--- config.mk ---
export PLATFORM = sky130hd
export DESIGN_NAME = i2c_cmd_seq
export DESIGN_NICKNAME = d
export VERILOG_FILES = /design/src/rtl/i2c_cmd_seq.sv
export SDC_FILE = /design/constraint.sdc
export NUM_CORES = 1
export LEC_CHECK = 0
export ABC_AREA = 0
export BUFFER_PORTS_ARGS = -buffer_cell sky130_fd_sc_hd__buf_2
export CORE_MARGIN = 1
export CORE_UTILIZATION = 40
export DETAILED_ROUTE_END_ITERATION = 10
export MAX_ROUTING_LAYER = met4
export PLACE_DENSITY = 0.69
export SLEW_MARGIN = 40
export SYNTH_ARGS = -nofsm -noshare
export SYNTH_HDL_FRONTEND = slang
export SYNTH_SLANG_ARGS = --single-unit
--- constraint.sdc ---
create_clock -name clk -period 3.4 [get_ports clk]
set_input_delay 0 -clock clk [delete_from_list [all_inputs] [get_ports clk]]
set_output_delay 0 -clock clk [all_outputs]
set_load 0.01 [all_outputs]
--- src/rtl/i2c_cmd_seq.sv ---
// ----------------------------------------------------------------------------
// i2c_cmd_seq
// Transaction sequencer placed directly in front of i2c_contrl. It takes one
// register-level I2C command, splits it into per-byte wdata/control/trigger
// requests, paces each byte on the controller busy flag, gathers read bytes
// and returns a single response.
//
// Handshakes:
//   cmd_valid/cmd_ready : a command is accepted on a clock edge where both are
//                         high. cmd_ready is high only in IDLE. A cmd_valid seen
//                         outside IDLE is ignored, not queued.
//   rsp_valid           : one-cycle strobe with no back-pressure. rsp_ack_err,
//                         rsp_timeout and rsp_rdata hold their values from the
//                         strobe cycle until the next accept.
//   cfg_trigger         : one-cycle pulse that starts a byte in i2c_contrl.
//                         i2c_wdata/i2c_control are already stable during it.
//
// Ports:
//   clk, reset_n          clock, asynchronous active-low reset
//   cmd_valid/cmd_ready   command handshake
//   cmd_dev_addr          7-bit target address
//   cmd_reg_addr          target register address
//   cmd_rnw               1 = read, 0 = write
//   cmd_len               data byte count (clamped to MAX_BYTES; read 0 -> 1)
//   cmd_wdata             write bytes, byte0 in [7:0] is sent first
//   rsp_valid             one-cycle response strobe
//   rsp_ack_err           NACK seen during the command
//   rsp_timeout           a byte exceeded TIMEOUT_CYC
//   rsp_rdata             read bytes, byte k at [8k+7:8k], unread bytes 0
//   i2c_wdata/i2c_control byte and control to i2c_contrl
//                         control: [0] START [1] STOP [2] WRITE [3] READ [4] NACK
//   cfg_trigger           start-byte pulse
//   i2c_status            [0] busy, [1] ack_err
//   i2c_rdata             last byte read by i2c_contrl
//   o_dbg_state           current FSM state, for observation only
// ----------------------------------------------------------------------------
module i2c_cmd_seq #(
    parameter int MAX_BYTES   = 4,
    parameter int TIMEOUT_CYC = 65535
) (
    input  logic                   clk,
    input  logic                   reset_n,
    input  logic                   cmd_valid,
    output logic                   cmd_ready,
    input  logic [6:0]             cmd_dev_addr,
    input  logic [7:0]             cmd_reg_addr,
    input  logic                   cmd_rnw,
    input  logic [3:0]             cmd_len,
    input  logic [8*MAX_BYTES-1:0] cmd_wdata,
    output logic                   rsp_valid,
    output logic                   rsp_ack_err,
    output logic                   rsp_timeout,
    output logic [8*MAX_BYTES-1:0] rsp_rdata,
    output logic [7:0]             i2c_wdata,
    output logic [7:0]             i2c_control,
    output logic                   cfg_trigger,
    input  logic [7:0]             i2c_status,
    input  logic [7:0]             i2c_rdata,
    output logic [2:0]             o_dbg_state
);
    localparam int          DW    = 8 * MAX_BYTES;
    localparam logic [3:0]  L_MAX = 4'(MAX_BYTES);
    localparam logic [15:0] L_TMO = 16'(TIMEOUT_CYC);

    localparam logic [7:0] C_START = 8'h01;
    localparam logic [7:0] C_STOP  = 8'h02;
    localparam logic [7:0] C_WRITE = 8'h04;
    localparam logic [7:0] C_READ  = 8'h08;
    localparam logic [7:0] C_NACK  = 8'h10;

    typedef enum logic [2:0] {
        S_IDLE, S_LOAD, S_TRIG, S_WAIT_HI, S_WAIT_LO, S_NEXT, S_ABORT, S_RESP
    } state_t;

    state_t          r_state, w_next;
    logic            r_cmd_ready;
    logic [6:0]      r_dev;
    logic [7:0]      r_reg;
    logic            r_rnw;
    logic [3:0]      r_len;
    logic [DW-1:0]   r_wdata;
    logic [3:0]      r_idx;
    logic            r_abort;
    logic [15:0]     r_cnt;
    logic            r_ack_err;
    logic            r_timeout;
    logic [DW-1:0]   r_rdata;
    logic [7:0]      r_i2c_wdata;
    logic [7:0]      r_i2c_control;

    logic            w_accept, w_busy, w_nack, w_tmo, w_last;
    logic [15:0]     w_cnt_inc;
    logic [3:0]      w_len_eff;
    logic [3:0]      w_data_idx;
    logic [7:0]      w_byte_data, w_byte_ctrl;
    logic            w_unused_status;

    assign w_accept        = cmd_valid & r_cmd_ready;
    assign w_busy          = i2c_status[0];
    assign w_nack          = i2c_status[1];
    assign w_unused_status = ^i2c_status[7:2];
    assign w_cnt_inc       = (r_cnt == 16'hFFFF) ? r_cnt : r_cnt + 16'd1;
    assign w_tmo           = (w_cnt_inc >= L_TMO);

    always_comb begin
        w_len_eff = cmd_len;
        if (cmd_len > L_MAX)
            w_len_eff = L_MAX;
        if (cmd_rnw && (cmd_len == 4'd0))
            w_len_eff = 4'd1;
    end

    // Byte list. Writes: addr, reg, data...; reads: addr, reg, addr|1, data...
    // w_data_idx is the data-byte number for the current index in both cases.
    always_comb begin
        w_byte_data = 8'h00;
        w_byte_ctrl = 8'h00;
        w_data_idx  = r_idx - (r_rnw ? 4'd3 : 4'd2);
        w_last      = r_rnw ? (r_idx == r_len + 4'd2) : (r_idx == r_len + 4'd1);
        case (r_idx)
            4'd0: begin
                w_byte_data = {r_dev, 1'b0};
                w_byte_ctrl = C_START | C_WRITE;
            end
            4'd1: begin
                w_byte_data = r_reg;
                w_byte_ctrl = (w_last && !r_rnw) ? (C_WRITE | C_STOP) : C_WRITE;
            end
            default: begin
                if (r_rnw && (r_idx == 4'd2)) begin
                    w_byte_data = {r_dev, 1'b1};
                    w_byte_ctrl = C_START | C_WRITE;
                end else if (r_rnw) begin
                    w_byte_ctrl = w_last ? (C_READ | C_NACK | C_STOP) : C_READ;
                end else begin
                    for (int k = 0; k < MAX_BYTES; k++)
                        if (w_data_idx == 4'(k))
                            w_byte_data = r_wdata[8*k +: 8];
                    w_byte_ctrl = w_last ? (C_WRITE | C_STOP) : C_WRITE;
                end
            end
        endcase
    end

    // State register
    always_ff @(posedge clk or negedge reset_n) begin
        if (!reset_n)
            r_state <= S_IDLE;
        else
            r_state <= w_next;
    end

    // Next-state logic. LOAD and ABORT hold off the trigger while busy so a
    // trigger never lands on a controller that is still working.
    always_comb begin
        w_next = r_state;
        case (r_state)
            S_IDLE:    if (w_accept) w_next = S_LOAD;
            S_LOAD:    if (!w_busy) w_next = S_TRIG;
            S_TRIG:    w_next = S_WAIT_HI;
            S_WAIT_HI: if (w_tmo) w_next = S_RESP;
                       else if (w_busy) w_next = S_WAIT_LO;
            S_WAIT_LO: if (w_tmo) w_next = S_RESP;
                       else if (!w_busy) w_next = S_NEXT;
            S_NEXT:    if (r_abort) w_next = S_RESP;
                       else if (w_nack) w_next = S_ABORT;
                       else if (w_last) w_next = S_RESP;
                       else w_next = S_LOAD;
            S_ABORT:   if (!w_busy) w_next = S_TRIG;
            S_RESP:    w_next = S_IDLE;
            default:   w_next = S_IDLE;
        endcase
    end

    // Datapath registers
    always_ff @(posedge clk or negedge reset_n) begin
        if (!reset_n) begin
            r_cmd_ready   <= 1'b0;
            r_dev         <= 7'd0;
            r_reg         <= 8'd0;
            r_rnw         <= 1'b0;
            r_len         <= 4'd0;
            r_wdata       <= '0;
            r_idx         <= 4'd0;
            r_abort       <= 1'b0;
            r_cnt         <= 16'd0;
            r_ack_err     <= 1'b0;
            r_timeout     <= 1'b0;
            r_rdata       <= '0;
            r_i2c_wdata   <= 8'd0;
            r_i2c_control <= 8'd0;
        end else begin
            // Ready only while IDLE persists; drops the cycle after an accept
            // and rises one cycle after re-entering IDLE.
            r_cmd_ready <= (r_state == S_IDLE) && (w_next == S_IDLE);
            if (w_accept) begin
                r_dev     <= cmd_dev_addr;
                r_reg     <= cmd_reg_addr;
                r_rnw     <= cmd_rnw;
                r_len     <= w_len_eff;
                r_wdata   <= cmd_wdata;
                r_idx     <= 4'd0;
                r_abort   <= 1'b0;
                r_ack_err <= 1'b0;
                r_timeout <= 1'b0;
                r_rdata   <= '0;
            end
            case (r_state)
                S_LOAD: begin
                    r_i2c_wdata   <= w_byte_data;
                    r_i2c_control <= w_byte_ctrl;
                end
                S_ABORT: begin
                    r_i2c_wdata   <= 8'h00;
                    r_i2c_control <= C_STOP;
                    r_abort       <= 1'b1;
                end
                // Counter value equals cycles elapsed since the trigger.
                S_TRIG: r_cnt <= 16'd1;
                S_WAIT_HI, S_WAIT_LO: begin
                    r_cnt <= w_cnt_inc;
                    if (w_tmo)
                        r_timeout <= 1'b1;
                end
                S_NEXT: begin
                    r_idx <= r_idx + 4'd1;
                    if (!r_abort && r_i2c_control[3]) begin
                        for (int k = 0; k < MAX_BYTES; k++)
                            if (w_data_idx == 4'(k))
                                r_rdata[8*k +: 8] <= i2c_rdata;
                    end
                    if (!r_abort && w_nack)
                        r_ack_err <= 1'b1;
                end
                default: ;
            endcase
        end
    end

    // Outputs
    always_comb begin
        cmd_ready   = r_cmd_ready;
        rsp_valid   = (r_state == S_RESP);
        rsp_ack_err = r_ack_err;
        rsp_timeout = r_timeout;
        rsp_rdata   = r_rdata;
        i2c_wdata   = r_i2c_wdata;
        i2c_control = r_i2c_control;
        cfg_trigger = (r_state == S_TRIG);
        o_dbg_state = r_state;
    end

endmodule

==> impl_metrics.csv, run 1 <==
group,metric,value,unit
sta,hold_violations,0,
sta,fmax,362.5,MHz
clocking,cts_resized,0,
placed_design,hpwl,10.30,mm
global_route,grt_pass1_wl,25.83,mm
yosys,avgSynthCellArea,10.88,µm²
critical_path,crit_path_start_kind,"flop",
sta,slew_headroom,54.59,%
route,route.vias.total,5072,
power,worst_ir_drop_vdd,495.8,µV
yosys,synth_largest_area_cell,"dfrtp_1",
layout,post-route-util,53.95,%
route,routed_wirelength,16.05,mm
run_status,outcome,"finished clean",
global_route,antenna_found_initial,0,
global_route,grt_pass1_vias,5150,
power,p_total,6.271,mW
power,power_density,764.6,nW/µm²
yosys,synthFlopType,"dfrtp_1",
power,power_leakage,3.799,nW
route,drtIter0Drc,255,
floorplanning,fp-row-count,45,
sta,rsz0062_at_grt,"no",
yosys,synth_seq_area_share,49.94,%
yosys,synthTopCellsByArea,"dfrtp_1 50%, mux2_2 11%, mux2i_1 5.8%",
yosys,synth_top_cells_by_count,"124 x dfrtp_1, 62 x mux2_2, 53 x nand2_1, 36 x mux2i_1, 33 x nor2_1",
yosys,yosys_warnings,0,
sta,skew,0.008880,ns
yosys,synthArstFlopShare,100.0,%
sta,slew_violations,0,
clocking,clock-sinks,124,
critical_path,slowest_delay,0.65,ns
clocking,clock_path_buffers,2,
clocking,hold_buffers,65,
yosys,ys_types,60,
run,drv_cap,0,
sta,min_period,2.758,ns
route,postRouteAntennaNets,0,
clocking,post-cts-setup-buffers,0,
layout,syn_to_final_growth,32.00,%
placed_design,gp_congestion,0.8762,
sta,finalSetupViolations,0,
yosys,synth.most_common_cell,"dfrtp_1",
route,route.detailed.drc,0,
floorplanning,dieWidth,126.6,µm
clocking,cts_tree,"done",
sta,period_share,81.13,%
floorplanning,core_area,15200,µm²
clocking,path_clk_slew,0.06,ns
clocking,cts_htree_levels,4,
layout,drive_gt1_share,30.25,%
critical_path,crit_required,3.69,ns
route,via_per_inst,5.367,
yosys,yosys.area.top_type_share,49.94,%
route,dr.pass1.iters,5,
global_route,grt_usage,21.49,%
critical_path,critPathMaxFanout,75,
layout,layout.nets,824,
critical_path,reg2regPathDepth,5,
clocking,cts-root-buf,"clkbuf_16",
yosys,ys_ff_latch,124,
global_route,grt_max_degree,86,
placed_design,numPortBuffers,117,
sta,fin_tns_setup,0,ns
critical_path,crit_top_cell,"dlygate4sd3_1",
clocking,cts_buffers,17,
sta,worstMarginPinSlew,0.6805,ns
layout,stdcell_count,945,
yosys,synth_edf_count,0,
worst_hold_path,hp-class,"primary input to flop",
layout,antenna_cells,0,
critical_path,worstSetupEndpointType,"flop",
critical_path,critPathSlowestCell,"dlygate4sd3_1",
route,wire_per_inst,16.98,µm
yosys,netlist_area,6213,µm²
worst_hold_path,min_path_cells,3,
placed_design,dpl.cell_count,848,
floorplanning,ios,127,
critical_path,crit_path_cell_trace,"nand2_8 > nor3_1 > dlygate4sd3_1 > nor2_1 > dlygate4sd3_1",
floorplanning,fp.dieH,126.6,µm
critical_path,cp.arrival,3.05,ns
clocking,insertion_delay,0.41,ns
yosys,synth_cells,571,
critical_path,crit_type,"flop to flop",
floorplanning,die_area,16040,µm²
global_route,overflow,0,
floorplanning,start_util,40.87,%
## stage by stage
stage | area (µm²) | setup slack, ns | hold slack [ns]
floorplan | 6221 | 1.158 | -0.2956
global placement | 6929 | 0.7620 | 0.2323
detailed placement | 6933 | 0.7559 | 0.1117
CTS | 8185 | 0.4733 | 0.01847
global route | 8202 | 0.4883 | 0.03453
finish | 8202 | 0.6417 | 0.03760
## area by class of cell
type,count,area (µm²)
fillers,1317,7000
flip-flops and latches,124,3103
repair buffers,192,1320
clock buffers,24,461.7
multi-input cells,393,2882
inverters,16,60.06
clock inverters,8,140.1
well taps,188,235.2
## power by group
| part | leakage (nW) | internal (mW) | switching [mW] | total, mW |
|---|---|---|---|---|
| Sequential | 1.58 | 1.91 | 0.346 | 2.26 |
| Combinational | 1.92 | 1.05 | 1.09 | 2.14 |
| Clock | 0.296 | 1.24 | 0.628 | 1.87 |
## worst max-delay path, delay by kind of cell, from the launching register on
kind / cells / cell delay, ns
and+or+nand+nor: 3 / 0.87
buffers and inverters: 2 / 1.20
DFF: 1 / 0.52
## worst paths after layout
check / slack [ns] / startpoint / endpoint
worst max-delay path: 0.64 / cmd_ready$_DFF_PN0_ / r_len[2]$_DFFE_PN0P_
worst min-delay path: 0.04 / i2c_status[0] / o_dbg_state[2]$_DFF_PN0_
worst max register to register: 0.64 / cmd_ready$_DFF_PN0_ / r_len[2]$_DFFE_PN0P_
worst min register to register: 0.48 / rsp_timeout$_DFF_PN0_ / rsp_timeout$_DFF_PN0_
max in group asynchronous: 2.40 / reset_n / rsp_rdata[5]$_DFF_PN0_
min in group asynchronous: 0.19 / reset_n / r_wdata[14]$_DFFE_PN0P_
## cell usage in the layout, fill, tap and decap left out, types with 3 or more instances in the layout
master | Yosys | routed
dlygate4sd3_1 | 0 | 65
buf_4 | 5 | 10
nand3_1 | 12 | 12
a22o_1 | 6 | 6
and4_1 | 5 | 5
a21o_1 | 4 | 4
and2_1 | 5 | 5
a211oi_1 | 4 | 4
nand2b_1 | 3 | 3
clkbuf_16 | 0 | 17
xor2_1 | 5 | 5
a21oi_1 | 25 | 25
o21a_1 | 3 | 3
dfrtp_1 | 124 | 124
o21ai_0 | 25 | 25
ha_1 | 9 | 9
conb_1 | 1 | 3
nand3b_1 | 3 | 3
nand2_1 | 53 | 52
a221oi_1 | 9 | 9
buf_2 | 10 | 116
clkinv_2 | 0 | 4
nor2_1 | 33 | 33
o221ai_1 | 7 | 7
xnor2_1 | 5 | 5
nor2b_1 | 4 | 4
mux2i_1 | 36 | 36
and3_1 | 10 | 10
nand4_1 | 8 | 8
a31oi_1 | 10 | 10
bufinv_16 | 0 | 4
inv_1 | 16 | 16
clkbuf_1 | 21 | 6
mux2_2 | 62 | 62
o32ai_1 | 3 | 3
nor3_1 | 9 | 9
## routing by layer
metal / GRT usage, % / part of all wire, % / vias to the layer above
li1: - / - / 2413
met1: 24.98 / 42 / 2505
met2: 36.69 / 52 / 141
met3: 5.736 / 4.8 / 13
met4: 5.811 / 1.0 / 0
met5: - / 0 / -
## cells by family after synthesis
| logic type | synth area share [%] |
|---|---|
| AND/OR/NAND/NOR | 12.59 |
| flip-flops | 49.94 |
| AO/OA/AOI/OAI | 12.65 |
| multiplexers | 17.40 |
| buffers and inverters | 4.148 |
| XOR/XNOR | 1.410 |
| adder cells (fa/ha/maj) | 1.812 |
| other | 0.06035 |
Power figures use the tool's default switching activity.
==> run 2: changes to the inputs <==
==> constraint.sdc (replaced) <==
create_clock -name clk -period 2.6 [get_ports clk]
set_input_delay 0 -clock clk [delete_from_list [all_inputs] [get_ports clk]]
set_output_delay 0 -clock clk [all_outputs]
set_load 0.01 [all_outputs]
==> impl_metrics.csv, run 2 (synthesized netlist as in run 1, its figures left out) <==
group,metric,value,unit
route,postRouteAntennaNets,0,
global_route,antenna_found_initial,0,
global_route,grt_pass1_vias,5299,
sta,worstMarginPinSlew,0.7654,ns
critical_path,worstSetupEndpointType,"flop",
critical_path,crit_type,"flop to flop",
sta,min_period,2.335,ns
placed_design,dp_slack,0.2693,ns
sta,hold_violations,0,
layout,antenna_cells,0,
critical_path,critPathMaxFanout,10,
floorplanning,fp.dieH,126.6,µm
placed_design,hpwl,10.54,mm
clocking,cts_buffers,17,
route,drtIter0Drc,194,
clocking,insertion_delay,0.41,ns
clocking,clock-sinks,124,
sta,skew,0.007115,ns
floorplanning,dieWidth,126.6,µm
placed_design,gp_congestion,0.8562,
route,via_per_inst,5.411,
critical_path,crit_path_cell_trace,"inv_1 > ha_1 > inv_1 > ha_1 > mux4_2 > nand2b_1 > o21ai_0 > a221oi_1 > a211oi_1",
sta,slew_headroom,48.97,%
critical_path,critPathBufInv,2,
critical_path,crit_family,"adder cells",
layout,fill_cells,1310,
layout,drive_gt1_share,31.72,%
clocking,path_clk_slew,0.06,ns
sta,fmax,428.3,MHz
floorplanning,ios,127,
floorplanning,die_area,16040,µm²
sta,period_share,89.79,%
global_route,grt_usage,21.36,%
route,route.detailed.drc,0,
floorplanning,core_area,15200,µm²
sta,finalSetupViolations,0,
sta,rsz0062_at_grt,"no",
critical_path,cp.arrival,2.62,ns
layout,mostFrequentLayoutCells,"124 x dfrtp_1, 116 x buf_2, 64 x dlygate4sd3_1",
route,routed_wirelength,15.68,mm
run_status,outcome,"finished clean",
critical_path,slowest_delay,0.47,ns
floorplanning,start_util,40.87,%
global_route,grt_pass1_wl,25.90,mm
layout,syn_to_final_growth,33.25,%
sta,fin_tns_setup,0,ns
placed_design,numPortBuffers,117,
sta,fin_ws,0.2654,ns
layout,final_common_cell,"dfrtp_1",
layout,layout.nets,833,
clocking,cts-root-buf,"clkbuf_16",
sta,slew_violations,0,
power,power_density,989.2,nW/µm²
critical_path,crit_path_start_kind,"flop",
global_route,grt_max_degree,66,
floorplanning,fp-row-count,45,
power,worst_ir_drop_vdd,574.5,µV
power,seq_power_share,35.9,%
power,internal_power,5.495,mW
power,power_frac_clock,29.8,%
critical_path,crit_required,2.89,ns
worst_hold_path,hp-class,"primary input to flop",
power,power_frac_comb,34.2,%
run,drv_cap,0,
route,route.vias.total,5162,
route,wire_per_inst,16.44,µm
critical_path,critPathSlowestCell,"ha_1",
clocking,clock_path_buffers,2,
route,dr.pass1.iters,4,
global_route,overflow,0,
power,p_sw,2.695,mW
clocking,post-cts-setup-buffers,0,
clocking,cts_htree_levels,4,
power,swShare,32.91,%
clocking,cts_tree,"done",
clocking,cts_resized,0,
power,power_leakage,3.849,nW
[run 2: changes by cell type in the layout (fill, tap and decap cells not counted), sizes merged]
cell	previous run	this run
buf	126	137
clkbuf	25	20
clkinvlp	0	3
clkinv	4	5
dlygate4sd3	65	64
[run 2: per-layer routing]
metal	up-vias	part of all wire [%]	GRT usage [%]
met1	2555	42	24.90
met4	0	1.9	8.079
met2	150	51	35.49
met3	27	4.6	5.483
li1	2430	-	-
met5	-	0	-
[run 2: area by class of cell]
class | count | area, µm² | share of cell area (%)
timing repair buffer | 201 | 1395 | 16.85
sequential | 124 | 3103 | 37.48
multi-input combinational | 393 | 2878 | 34.76
clock buffer | 20 | 436.7 | 5.274
inverter | 16 | 60.06 | 0.7254
clock inverter | 12 | 171.4 | 2.070
tap | 188 | 235.2 | 2.841
[run 2: final timing paths]
kind / from / end / slack (ns) / cells past startpoint
max in group asynchronous: reset_n / r_cnt[2]$_DFFE_PN0P_ / 1.74 / 3
worst max-delay path: r_idx[0]$_DFFE_PN0P_ / i2c_wdata[0]$_DFFE_PN0P_ / 0.27 / 9
worst min register to register: rsp_timeout$_DFF_PN0_ / rsp_timeout$_DFF_PN0_ / 0.48 / 1
worst min-delay path: i2c_status[0] / o_dbg_state[2]$_DFF_PN0_ / 0.02 / 3
worst max register to register: r_idx[0]$_DFFE_PN0P_ / i2c_wdata[0]$_DFFE_PN0P_ / 0.27 / 9
min in group asynchronous: reset_n / r_wdata[22]$_DFFE_PN0P_ / 0.12 / 2
[run 2: timing repair]
action | CTS | global route
endpoints found under the setup margin | 0 | 0
endpoints found under the hold margin | 143 | 0
hold buffers | 64 | 0
[run 2: stage by stage]
| step | hold WS [ns] | area [µm²] | cells | power (mW) | utilization, % |
|---|---|---|---|---|---|
| 6_report | 0.02435 | 8279 | 954 | 8.190 | 54.46 |
| 5_1_grt | 0.03612 | 8279 | 954 | 8.700 | 54.46 |
| 4_1_cts | 0.007035 | 8275 | 954 | 8.237 | 54.44 |
| 3_5_place_dp | 0.1249 | 7027 | 858 | 5.662 | 46.22 |
| 3_3_place_gp | 0.1071 | 7017 | 858 | 5.526 | 46.16 |
| 2_1_floorplan | -0.2956 | 6221 | 573 | 4.827 | - |
[run 2: power by group through the flow]
stage	Sequential (mW)	Combinational, mW	Clock [mW]
after global placement	2.91	2.61	0
final	2.94	2.80	2.44
after CTS	2.93	2.82	2.49
after floorplan	2.85	1.98	0
after global routing	3.02	3.10	2.58
after detailed placement	2.96	2.70	0
[run 2: worst register-to-register path, delay by kind of cell (launching register included)]
kind            cells  cell delay, ns
fa+ha+maj           2            0.65
mux                 1            0.36
flops               1            0.45
buf+inv             2            0.20
compound gates      3            0.48
simple gates        1            0.08
